===== src/rtl/instr_fetch_queue_if.sv =====
// Fetch-side bundle between the fetch queue, the instruction memory and decode.
// The master modport is the fetch queue; the slave modport is its environment
// (memory read port, branch unit and decode stage).
interface instr_fetch_queue_if;
    logic [31:0] mem_addr;
    logic [31:0] mem_data;
    logic        redirect;
    logic [31:0] redirect_addr;
    logic        instr_valid;
    logic        instr_ready;
    logic [31:0] instr;
    logic [31:0] instr_pc;
    logic        align_err;

    modport master (
        output mem_addr,
        output instr_valid,
        output instr,
        output instr_pc,
        output align_err,
        input  mem_data,
        input  redirect,
        input  redirect_addr,
        input  instr_ready
    );

    modport slave (
        input  mem_addr,
        input  instr_valid,
        input  instr,
        input  instr_pc,
        input  align_err,
        output mem_data,
        output redirect,
        output redirect_addr,
        output instr_ready
    );
endinterface


===== src/rtl/instr_fetch_queue.sv =====
// Fetch sequencer: owns the fetch PC, reads one word per cycle from the
// instruction memory and buffers {pc, word} pairs in a small circular queue
// that decode drains through a valid/ready handshake. A redirect flushes the
// queue and restarts fetch at the word-aligned target.
module instr_fetch_queue #(
    parameter int MEM_BYTES = 64,
    parameter int DEPTH     = 2
) (
    input logic           clk,
    input logic           rst,
    instr_fetch_queue_if.master bus
);
    localparam int AW = $clog2(MEM_BYTES);
    localparam int PW = $clog2(DEPTH);

    // Only the address bits inside the memory are kept; the rest are always 0.
    logic [AW-1:0] fetch_pc;
    logic [AW-1:0] q_pc   [DEPTH];
    logic [31:0]   q_word [DEPTH];
    logic [PW-1:0] rd_ptr;
    logic [PW-1:0] wr_ptr;
    logic [PW:0]   count;
    logic          align_err;

    logic          pop;
    logic          push;
    logic [AW-1:0] pc_inc;
    logic [AW-1:0] pc_target;
    logic          unused_addr_bits;

    // Redirect targets wrap modulo the memory size, so the high bits are ignored.
    assign unused_addr_bits = ^bus.redirect_addr[31:AW];

    assign pop       = (count != '0) & bus.instr_ready;
    assign push      = ~bus.redirect & ((count < (PW+1)'(DEPTH)) | pop);
    assign pc_inc    = fetch_pc + AW'(4);
    assign pc_target = {bus.redirect_addr[AW-1:2], 2'b00};

    assign bus.mem_addr    = {{(32-AW){1'b0}}, fetch_pc};
    assign bus.instr_valid = (count != '0);
    assign bus.instr       = q_word[rd_ptr];
    assign bus.instr_pc    = {{(32-AW){1'b0}}, q_pc[rd_ptr]};
    assign bus.align_err   = align_err;

    // Control state: reset beats redirect, redirect beats push/pop.
    always_ff @(posedge clk) begin
        if (rst) begin
            fetch_pc  <= '0;
            rd_ptr    <= '0;
            wr_ptr    <= '0;
            count     <= '0;
            align_err <= 1'b0;
        end else if (bus.redirect) begin
            fetch_pc  <= pc_target;
            rd_ptr    <= '0;
            wr_ptr    <= '0;
            count     <= '0;
            align_err <= |bus.redirect_addr[1:0];
        end else begin
            align_err <= 1'b0;
            if (push) begin
                fetch_pc <= pc_inc;
                wr_ptr   <= wr_ptr + PW'(1);
            end
            if (pop) begin
                rd_ptr <= rd_ptr + PW'(1);
            end
            case ({push, pop})
                2'b10:   count <= count + (PW+1)'(1);
                2'b01:   count <= count - (PW+1)'(1);
                default: count <= count;
            endcase
        end
    end

    // Queue storage: capture the word read at the current fetch PC on each push.
    always_ff @(posedge clk) begin
        if (!rst && push) begin
            q_pc[wr_ptr]   <= fetch_pc;
            q_word[wr_ptr] <= bus.mem_data;
        end
    end
endmodule


===== src/flat_wrapper.sv =====
// flat-port wrapper written by rule: the top's interface ports become plain ports
module instr_fetch_queue_flat 
#(
    parameter int MEM_BYTES = 64,
    parameter int DEPTH     = 2
)
  (clk, rst, bus_mem_addr, bus_instr_valid, bus_instr, bus_instr_pc, bus_align_err, bus_mem_data, bus_redirect, bus_redirect_addr, bus_instr_ready);
  instr_fetch_queue_if bus_i ();
  input logic clk;
  input logic rst;
  output wire logic [$bits(bus_i.mem_addr)-1:0] bus_mem_addr;
  output wire logic [$bits(bus_i.instr_valid)-1:0] bus_instr_valid;
  output wire logic [$bits(bus_i.instr)-1:0] bus_instr;
  output wire logic [$bits(bus_i.instr_pc)-1:0] bus_instr_pc;
  output wire logic [$bits(bus_i.align_err)-1:0] bus_align_err;
  input wire logic [$bits(bus_i.mem_data)-1:0] bus_mem_data;
  input wire logic [$bits(bus_i.redirect)-1:0] bus_redirect;
  input wire logic [$bits(bus_i.redirect_addr)-1:0] bus_redirect_addr;
  input wire logic [$bits(bus_i.instr_ready)-1:0] bus_instr_ready;
  assign bus_mem_addr = bus_i.mem_addr;
  assign bus_instr_valid = bus_i.instr_valid;
  assign bus_instr = bus_i.instr;
  assign bus_instr_pc = bus_i.instr_pc;
  assign bus_align_err = bus_i.align_err;
  assign bus_i.mem_data = bus_mem_data;
  assign bus_i.redirect = bus_redirect;
  assign bus_i.redirect_addr = bus_redirect_addr;
  assign bus_i.instr_ready = bus_instr_ready;
  instr_fetch_queue #(.MEM_BYTES(MEM_BYTES), .DEPTH(DEPTH)) u_core (.clk(clk), .rst(rst), .bus(bus_i));
endmodule

===== config.mk =====
export PLATFORM = sky130hd
export DESIGN_NAME = instr_fetch_queue_flat
export DESIGN_NICKNAME = d
export VERILOG_FILES = /design/src/rtl/instr_fetch_queue_if.sv /design/src/rtl/instr_fetch_queue.sv /design/src/flat_wrapper.sv
export SDC_FILE = /design/constraint.sdc
export NUM_CORES = 1
export LEC_CHECK = 0
export ABC_AREA = 1
export CORE_MARGIN = 2
export CORE_UTILIZATION = 44
export DETAILED_ROUTE_END_ITERATION = 10
export MAX_ROUTING_LAYER = met4
export PLACE_DENSITY = 0.85
export SYNTH_ARGS = -nofsm -noshare
export SYNTH_HDL_FRONTEND = slang
export SYNTH_SLANG_ARGS = --single-unit

===== constraint.sdc =====
create_clock -name clk -period 14.3 [get_ports clk]
set_clock_uncertainty 0.15 [all_clocks]
set_input_delay 4.29 -clock clk [delete_from_list [all_inputs] [get_ports clk]]
set_output_delay 4.29 -clock clk [all_outputs]
set_load 0.02 [all_outputs]

==> impl_metrics.toml, run 1 <==
[outcome]
outcome = "completed"

[worst_setup_path]
cpPeakStageDelay_ns = 0.89
rr_endpoint = "u_core.q_word[1][14]"
cp-end-kind = "output pin"
ff2ff_path_depth = 4
crit_fanout = 36
critPathTopFamily = "flip-flops"
cp.buffers_inverters = 1
r2r_start = "u_core.count[1]"
rrSetupSlack_ns = 12.12
slowest_stage = "dfxtp_2"
required_ns = 9.86
arrival_ns = 2.22
worstPathCellList = "mux2_2 -> clkdlybuf4s50_1"
worstSetupPathType = "register to output pin"
start_kind = "register"

[timing]
finalHoldViolCount = 0
worst_slew_pin_slew_ns = 1.03
fin_crit_ns = 6.66
max_slew_margin = 0.311
slew_viol_final = 0
fmax_mhz = 150
rsz0062_at_grt = "false"
setup_viol = 0
tns_ns = 0
finalWorstSetupSlack_ns = 7.64
post-route-period-util = 0.466

[floorplan]
die_w_um = 93.9
die_area_sq_um = 8810
die_y_um = 93.9
pin_count = 166
start_util = 0.457
fp-row-count = 32
core_area_sq_um = 7770

[power]
ir_worst_vdd_uv = 55.1
pwr-share-seq = 0.565
sw_frac_of_total = 0.253
internal_power_uw = 362
clkPwrFrac = 0.302
powerDensity_nw_per_um2 = 108
p_switching_uw = 123
pwr-share-comb = 0.133
p_leak_nw = 1.66

[logic_synthesis]
syn_area_sq_um = 3550
synthFlopType = "edfxtp_1"
synthCells = 249
ys_ff_latch = 82
synth_common_cells = "edfxtp_1, buf_4, mux2_2, nand2_1, inv_1"
synth.top_cell.area_share = 0.608
netlist_top_cells_area = "edfxtp_1, buf_4, mux2_2"
seq_area_frac_synth = 0.665
synth_cell_types = 24
async_reset_ff_frac = 0
synth_top_area_cell = "edfxtp_1"
yosysWarnings = 0
avgSynthCellArea_sq_um = 14.3
synth_enable_flop_cells = 72
yosysMostFrequentCell = "edfxtp_1"

[layout]
fin_util = 0.576
n_antenna_cell = 0
areaGrowthSynthToFinish_pct = 25.8
layout.filler_cells = 622
layout-drive-gt1-share = 0.183
nets = 409

[min_path]
min_path_type = "register to register"
min_path_cells = 1
worstHoldStart = "u_core.rd_ptr"

[placed_design]
dp_hpwl_um = 4020
preCtsSetupSlack_ns = 7.54
io_buffers = 83
globalplace.congestion = 0.770

[clocking]
cts_buffer_depth = 2
clock_latency_ns = 0.34
post_cts_resize_count = 0
cts_max_level = 3
path_clk_slew_ns = 0.08
cts-root-buf = "clkbuf_8"
cts_num_sinks = 82
postCtsSetupBuffers = 0
cts_buffers = 9
cts_hold_buffers = 0
cts_tree = "yes"

[run]
cap_violations = 0

[grt]
antenna_found_initial = 0
grt_pass1_vias = 1824
grt_max_degree = 37
grt_usage = 0.137
grt_pass1_wl_um = 8720
overflow = 0

[detailed_routing]
routedWlPerCell_um = 13.1
dr.pass1.iters = 4
drc_errors = 0
vias = 1948
antenna_left = 0
vias_per_cell = 4.37
drtIter0Drc = 29
drt_wl_total_um = 5840
placed cells by master, fill, tap and decap left out, types with 2 or more instances in the layout:
cell	n
nand4_1	2
inv_1	13
clkdlybuf4s50_1	83
a21oi_1	5
clkbuf_8	9
conb_1	56
inv_6	2
dfxtp_1	9
nand3_1	2
o21ai_0	3
edfxtp_1	72
mux2_2	36
ha_1	2
nor2_1	11
nor2_4	2
nand2_1	19
clkinvlp_4	3
buf_4	2
nor2_2	2
worst register-to-register path: stages, from the launching register on:
cell     delay, ns
dfxtp_1       0.46
o21ai_2       0.12
nand2_2       0.14
nand2_1       0.13
nor2_4        0.79
per-layer routing:
layer | GRT usage | part of all wire | up-vias | wire [um]
li1 | - | - | 936 | -
met1 | 0.149 | 0.39 | 903 | 2270
met2 | 0.224 | 0.49 | 104 | 2860
met3 | 0.0594 | 0.11 | 5 | 633
met4 | 0.0543 | 0.012 | 0 | 70
met5 | - | 0 | - | 0
state kept, by name, indices dropped and copies added (netlist names), named ones only:
name and count:
u_core.fetch_pc 4, u_core.q_pc 8, u_core.wr_ptr 1, u_core.count 2
u_core.bus.align_err 1, u_core.q_word 64, u_core.rd_ptr 1
power groups by stage:
stage / combinational [mW] / clock (mW) / sequential (mW)
6_report: 0.0645 / 0.147 / 0.274
5_1_grt: 0.0694 / 0.164 / 0.275
4_1_cts: 0.0649 / 0.151 / 0.274
3_5_place_dp: 0.0645 / 0 / 0.279
3_3_place_gp: 0.0631 / 0 / 0.279
2_1_floorplan: 0.0474 / 0 / 0.279
cells by family (layout without fill, tap and decap cells):
family / after synthesis / after routing / share of synthesized area
flip-flops: 82 / 82 / 0.665
AO/OA/AOI/OAI: 9 / 9 / 0.0137
multiplexers: 37 / 37 / 0.117
adder cells (fa/ha/maj): 2 / 2 / 0.00704
XOR/XNOR: 1 / 1 / 0.00247
AND/OR/NAND/NOR: 42 / 42 / 0.0521
buffers and inverters: 75 / 115 / 0.142
other: 1 / 56 / 0.00106
per-stage QoR:
step           cell area, sq um  cells  hold slack (ns)  power (mW)
2_1_floorplan              3760    304            0.275       0.327
3_3_place_gp               4300    430            0.280       0.342
3_5_place_dp               4300    430            0.288       0.344
4_1_cts                    4470    446            0.303       0.490
5_1_grt                    4470    446            0.329       0.508
6_report                   4470    446            0.304       0.485
area by class of cell:
cell class | instances | area (sq um) | area share
Inverter | 14 | 52.6 | 0.0118
Tap cell | 102 | 128 | 0.0285
Multi-Input combinational cell | 147 | 906 | 0.203
Clock buffer | 10 | 128 | 0.0285
Clock inverter | 6 | 48.8 | 0.0109
Timing Repair Buffer | 85 | 846 | 0.189
Sequential cell | 82 | 2360 | 0.529
worst max path at each step:
stage,startpoint,endpoint,slack (ns),cells after the start
after floorplan,bus_redirect,u_core.q_pc[0][2],6.50,4
after global placement,bus_redirect,u_core.q_word[1][23],7.56,4
after detailed placement,bus_redirect,u_core.q_word[1][23],7.54,4
after CTS,register,bus_instr[14],7.57,2
after global routing,register,bus_instr_pc[4],7.50,2
final,register,bus_instr[14],7.64,2
Note: power is estimated with default switching activity, not from simulation.
==> inputs of run 2 (changes only) <==
Settings changed: CORE_UTILIZATION 44 to 41, PLACE_DENSITY 0.85 to 0.8.
Clock period 14.3 ns to 6.3 ns, I/O delays scaled along.
==> impl_metrics.toml, run 2 (same netlist as run 1, synthesis figures left out) <==
[worst_setup_path]
required_ns = 4.26
critPathTopFamily = "flip-flops"
slowest_stage = "dfxtp_2"
crit_fanout = 36
rr_endpoint = "u_core.q_word[1][0]"
cp-end-kind = "output pin"
cp.buffers_inverters = 1
r2r_start = "u_core.count[1]"
start_kind = "register"
crit_end = "bus_instr_pc[4]"
cpPeakStageDelay_ns = 0.90
rrSetupSlack_ns = 4.11
worstPathCellList = "mux2_2 -> clkdlybuf4s50_1"
arrival_ns = 2.25
ff2ff_path_depth = 4
worstSetupPathType = "register to output pin"
path_depth = 2

[layout]
layout.filler_cells = 689
fin_util = 0.546
nets = 408
largest_reg_flops = 64
design_area_sq_um = 4530
layout-drive-gt1-share = 0.181
post_layout_nonfiller_instances = 447
layout_commonest_cell = "clkdlybuf4s50_1"
largest-register = "u_core.q_word"
reg_top3 = "u_core.q_word x64, u_core.q_pc x8, u_core.fetch_pc x4"
n_antenna_cell = 0
layout_common_cells = "clkdlybuf4s50_1, edfxtp_1, conb_1"
areaGrowthSynthToFinish_pct = 27.5

[power]
power_mw = 1.21
ir_worst_vdd_uv = 97.3
powerDensity_nw_per_um2 = 268
p_leak_nw = 1.70

[floorplan]
die_y_um = 97.1
die_area_sq_um = 9430
core_area_sq_um = 8300
start_util = 0.428
die_w_um = 97.1
pin_count = 166
fp-row-count = 33

[clocking]
clock_latency_ns = 0.33
cts_max_level = 3
cts_buffer_depth = 2
cts-root-buf = "clkbuf_8"
cts_num_sinks = 82
postCtsSetupBuffers = 0
cts_hold_buffers = 0
path_clk_slew_ns = 0.08
post_cts_resize_count = 0
cts_buffers = 9
cts_tree = "yes"

[timing]
worst_slew_pin_slew_ns = 1.07
fmax_mhz = 233
tns_ns = 0
finalWorstSetupSlack_ns = 2.01
post-route-period-util = 0.681
setup_viol = 0
finalHoldWorstSlack_ns = 0.298
max_slew_margin = 0.284
rsz0062_at_grt = "false"
slew_viol_final = 0
finalHoldViolCount = 0
fin_crit_ns = 4.29

[detailed_routing]
drtIter0Drc = 76
antenna_left = 0
drc_errors = 0
dr.pass1.iters = 4
vias_per_cell = 4.38
routedWlPerCell_um = 13.6
vias = 1958
drt_wl_total_um = 6090

[grt]
overflow = 0
grt_pass1_vias = 1939
antenna_found_initial = 0
grt_usage = 0.131
grt_pass1_wl_um = 9340
use_met3 = 0.0338
grt_busiest_layer = "met2"
use_met1 = 0.152
grt_max_degree = 37
grt_use_met2 = 0.220

[placed_design]
dp_hpwl_um = 4040
globalplace.congestion = 0.725
placed_cell_area_sq_um = 4290
dp.cells = 432
preCtsSetupSlack_ns = 1.95
io_buffers = 83

[min_path]
min_path_type = "register to register"

[outcome]
outcome = "completed"

[run]
cap_violations = 0
==> run 2: cell count changes in the layout (fill, tap and decap cells not counted), sizes merged <==
cell	previous run	this run
inv	16	15
buf	2	1
clkbuf	10	9
clkinvlp	3	1
bufinv	0	3
==> run 2: how the worst min path moves through the flow <==
stage,start,end,slack [ns],cells after the start
finish,u_core.rd_ptr,register,0.30,1
global route,u_core.rd_ptr,u_core.rd_ptr,0.33,1
CTS,u_core.rd_ptr,register,0.30,1
detailed placement,u_core.rd_ptr,register,0.29,1
global placement,u_core.rd_ptr,register,0.28,1
floorplan,u_core.rd_ptr,register,0.28,1
==> run 2: final cells by class <==
| cell class | instances | area (sq um) | area share |
|---|---|---|---|
| clock buffer | 9 | 124 | 0.0273 |
| clock inverter | 6 | 115 | 0.0254 |
| multi-input combinational | 147 | 906 | 0.200 |
| inverter | 14 | 52.6 | 0.0116 |
| tap | 105 | 131 | 0.0290 |
| sequential | 82 | 2360 | 0.522 |
| timing repair buffer | 84 | 838 | 0.185 |
==> run 2: power breakdown <==
part           internal [mW]  switching (mW)
Clock                  0.263           0.184
Sequential             0.612          0.0103
Combinational         0.0634          0.0825
Total                  0.938           0.277
==> run 2: per-layer routing <==
layer,share of wire,routed length [um]
met5,0,0
met4,0.010,63
met3,0.087,529
met2,0.49,3000
met1,0.41,2510
==> inputs of run 3 (changes only) <==
Clock period 6.3 ns to 4.2 ns, I/O delays scaled along.
==> impl_metrics.toml, run 3 (same netlist as run 1, synthesis figures left out) <==
[power]
sw_frac_of_total = 0.258
pwr-share-seq = 0.560
p_switching_uw = 430
clkPwrFrac = 0.306
p_leak_nw = 1.68
internal_power_mw = 1.23
pwr-share-comb = 0.134
ir_worst_vdd_uv = 164
powerDensity_nw_per_um2 = 370

[outcome]
outcome = "completed"

[layout]
multiInputGateArea_sq_um = 912
nets = 411
layout-drive-gt1-share = 0.188
layout_commonest_cell = "clkdlybuf4s50_1"
layout_common_cells = "clkdlybuf4s50_1, edfxtp_1, conb_1"
n_antenna_cell = 0
layout.filler_cells = 678
final-seq-area_sq_um = 2360
largest_reg_flops = 64
reg_top3 = "u_core.q_word x64, u_core.q_pc x8, u_core.fetch_pc x4"
areaGrowthSynthToFinish_pct = 26.6
design_area_sq_um = 4500
largest-register = "u_core.q_word"

[detailed_routing]
vias = 1982
dr.pass1.iters = 4
vias_per_cell = 4.39
antenna_left = 0
drc_errors = 0
drtIter0Drc = 59
routedWlPerCell_um = 13.8
drt_wl_total_um = 6200

[clocking]
path_clk_slew_ns = 0.08
cts_num_sinks = 82
cts_buffers = 9
cts_tree = "yes"
cts_max_level = 3
clock_latency_ns = 0.34
cts_buffer_depth = 2
post_cts_resize_count = 0
cts_hold_buffers = 0
postCtsSetupBuffers = 0
cts-root-buf = "clkbuf_8"

[run]
cap_violations = 0

[timing]
tns_ns = 0
max_slew_margin = 0.665
rsz0062_at_grt = "false"
fmax_mhz = 280
setup_viol = 0
slew_viol_final = 0
fin_crit_ns = 3.57
post-route-period-util = 0.850
finalHoldViolCount = 0
worst_slew_pin_slew_ns = 0.502

[floorplan]
fp-row-count = 33
die_w_um = 97.1
die_y_um = 97.1
die_area_sq_um = 9430
pin_count = 166
core_area_sq_um = 8300
start_util = 0.428

[grt]
overflow = 0
antenna_found_initial = 0
grt_pass1_vias = 1841
grt_pass1_wl_um = 9290
grt_max_degree = 37
grt_usage = 0.132

[placed_design]
dp_hpwl_um = 4200
placed_cell_area_sq_um = 4320
io_buffers = 83
globalplace.congestion = 0.758

[worst_setup_path]
start_kind = "register"
cp-end-kind = "output pin"
worstPathCellList = "buf_4 -> mux2_2 -> clkdlybuf4s50_1"
worstSetupPathType = "register to output pin"
crit_fanout = 18
rrSetupSlack_ns = 2.32
cpPeakStageDelay_ns = 0.60
arrival_ns = 2.16
slowest_stage = "dfxtp_2"
required_ns = 2.79

[min_path]
min_path_type = "register to register"
==> run 3: cell count changes in the layout (fill, tap and decap cells not counted), sizes merged <==
cell      delta
clkbuf       +1
buf          +3
clkinvlp     +1
clkinv       +1
inv          +1
bufinv       -3
==> run 3: layout make-up <==
type / instances / share of cell area
flip-flops and latches: 82 / 0.525
multi-input cells: 147 / 0.203
repair buffers: 87 / 0.191
well taps: 105 / 0.0292
clock buffers: 10 / 0.0284
inverters: 14 / 0.0117
clock inverters: 6 / 0.0111
==> run 3: per-stage QoR <==
step	util	hold slack [ns]	power, mW	worst slack (ns)	std cells
2_1_floorplan	-	0.275	1.11	0.435	304
3_3_place_gp	0.521	0.283	1.17	0.734	435
3_5_place_dp	0.521	0.287	1.17	0.760	435
4_1_cts	0.542	0.301	1.69	0.578	451
5_1_grt	0.542	0.338	1.73	0.510	451
6_report	0.542	0.301	1.66	0.631	451
==> run 3: worst max-delay path: cells and delay by family, from the launching register on <==
kind | cells | cell delay, ns
buf+inv | 2 | 0.85
flops | 1 | 0.60
mux | 1 | 0.36
==> run 3: power groups by stage <==
stage / logic [mW] / clock network [mW] / registers, mW
global route: 0.237 / 0.559 / 0.935
global placement: 0.218 / 0 / 0.948
floorplan: 0.162 / 0 / 0.950
detailed placement: 0.222 / 0 / 0.950
CTS: 0.224 / 0.532 / 0.932
finish: 0.223 / 0.510 / 0.931
==> run 3: path summary, 6_finish.rpt <==
check                                     start                 to  cells after the start
worst max register to register  u_core.count[1]  u_core.q_pc[1][4]                      5
worst min-delay path              u_core.rd_ptr           register                      1
worst max-delay path                   register       bus_instr[0]                      3
worst min register to register    u_core.rd_ptr           register                      1
==> run 3: layer usage <==
metal	vias to the layer above	share of wire	wire length, um	global-route usage
met4	0	0.016	97	0.0553
met2	112	0.48	3000	0.208
met5	-	0	0	-
met3	10	0.088	547	0.0374
li1	933	-	-	-
met1	927	0.41	2560	0.160
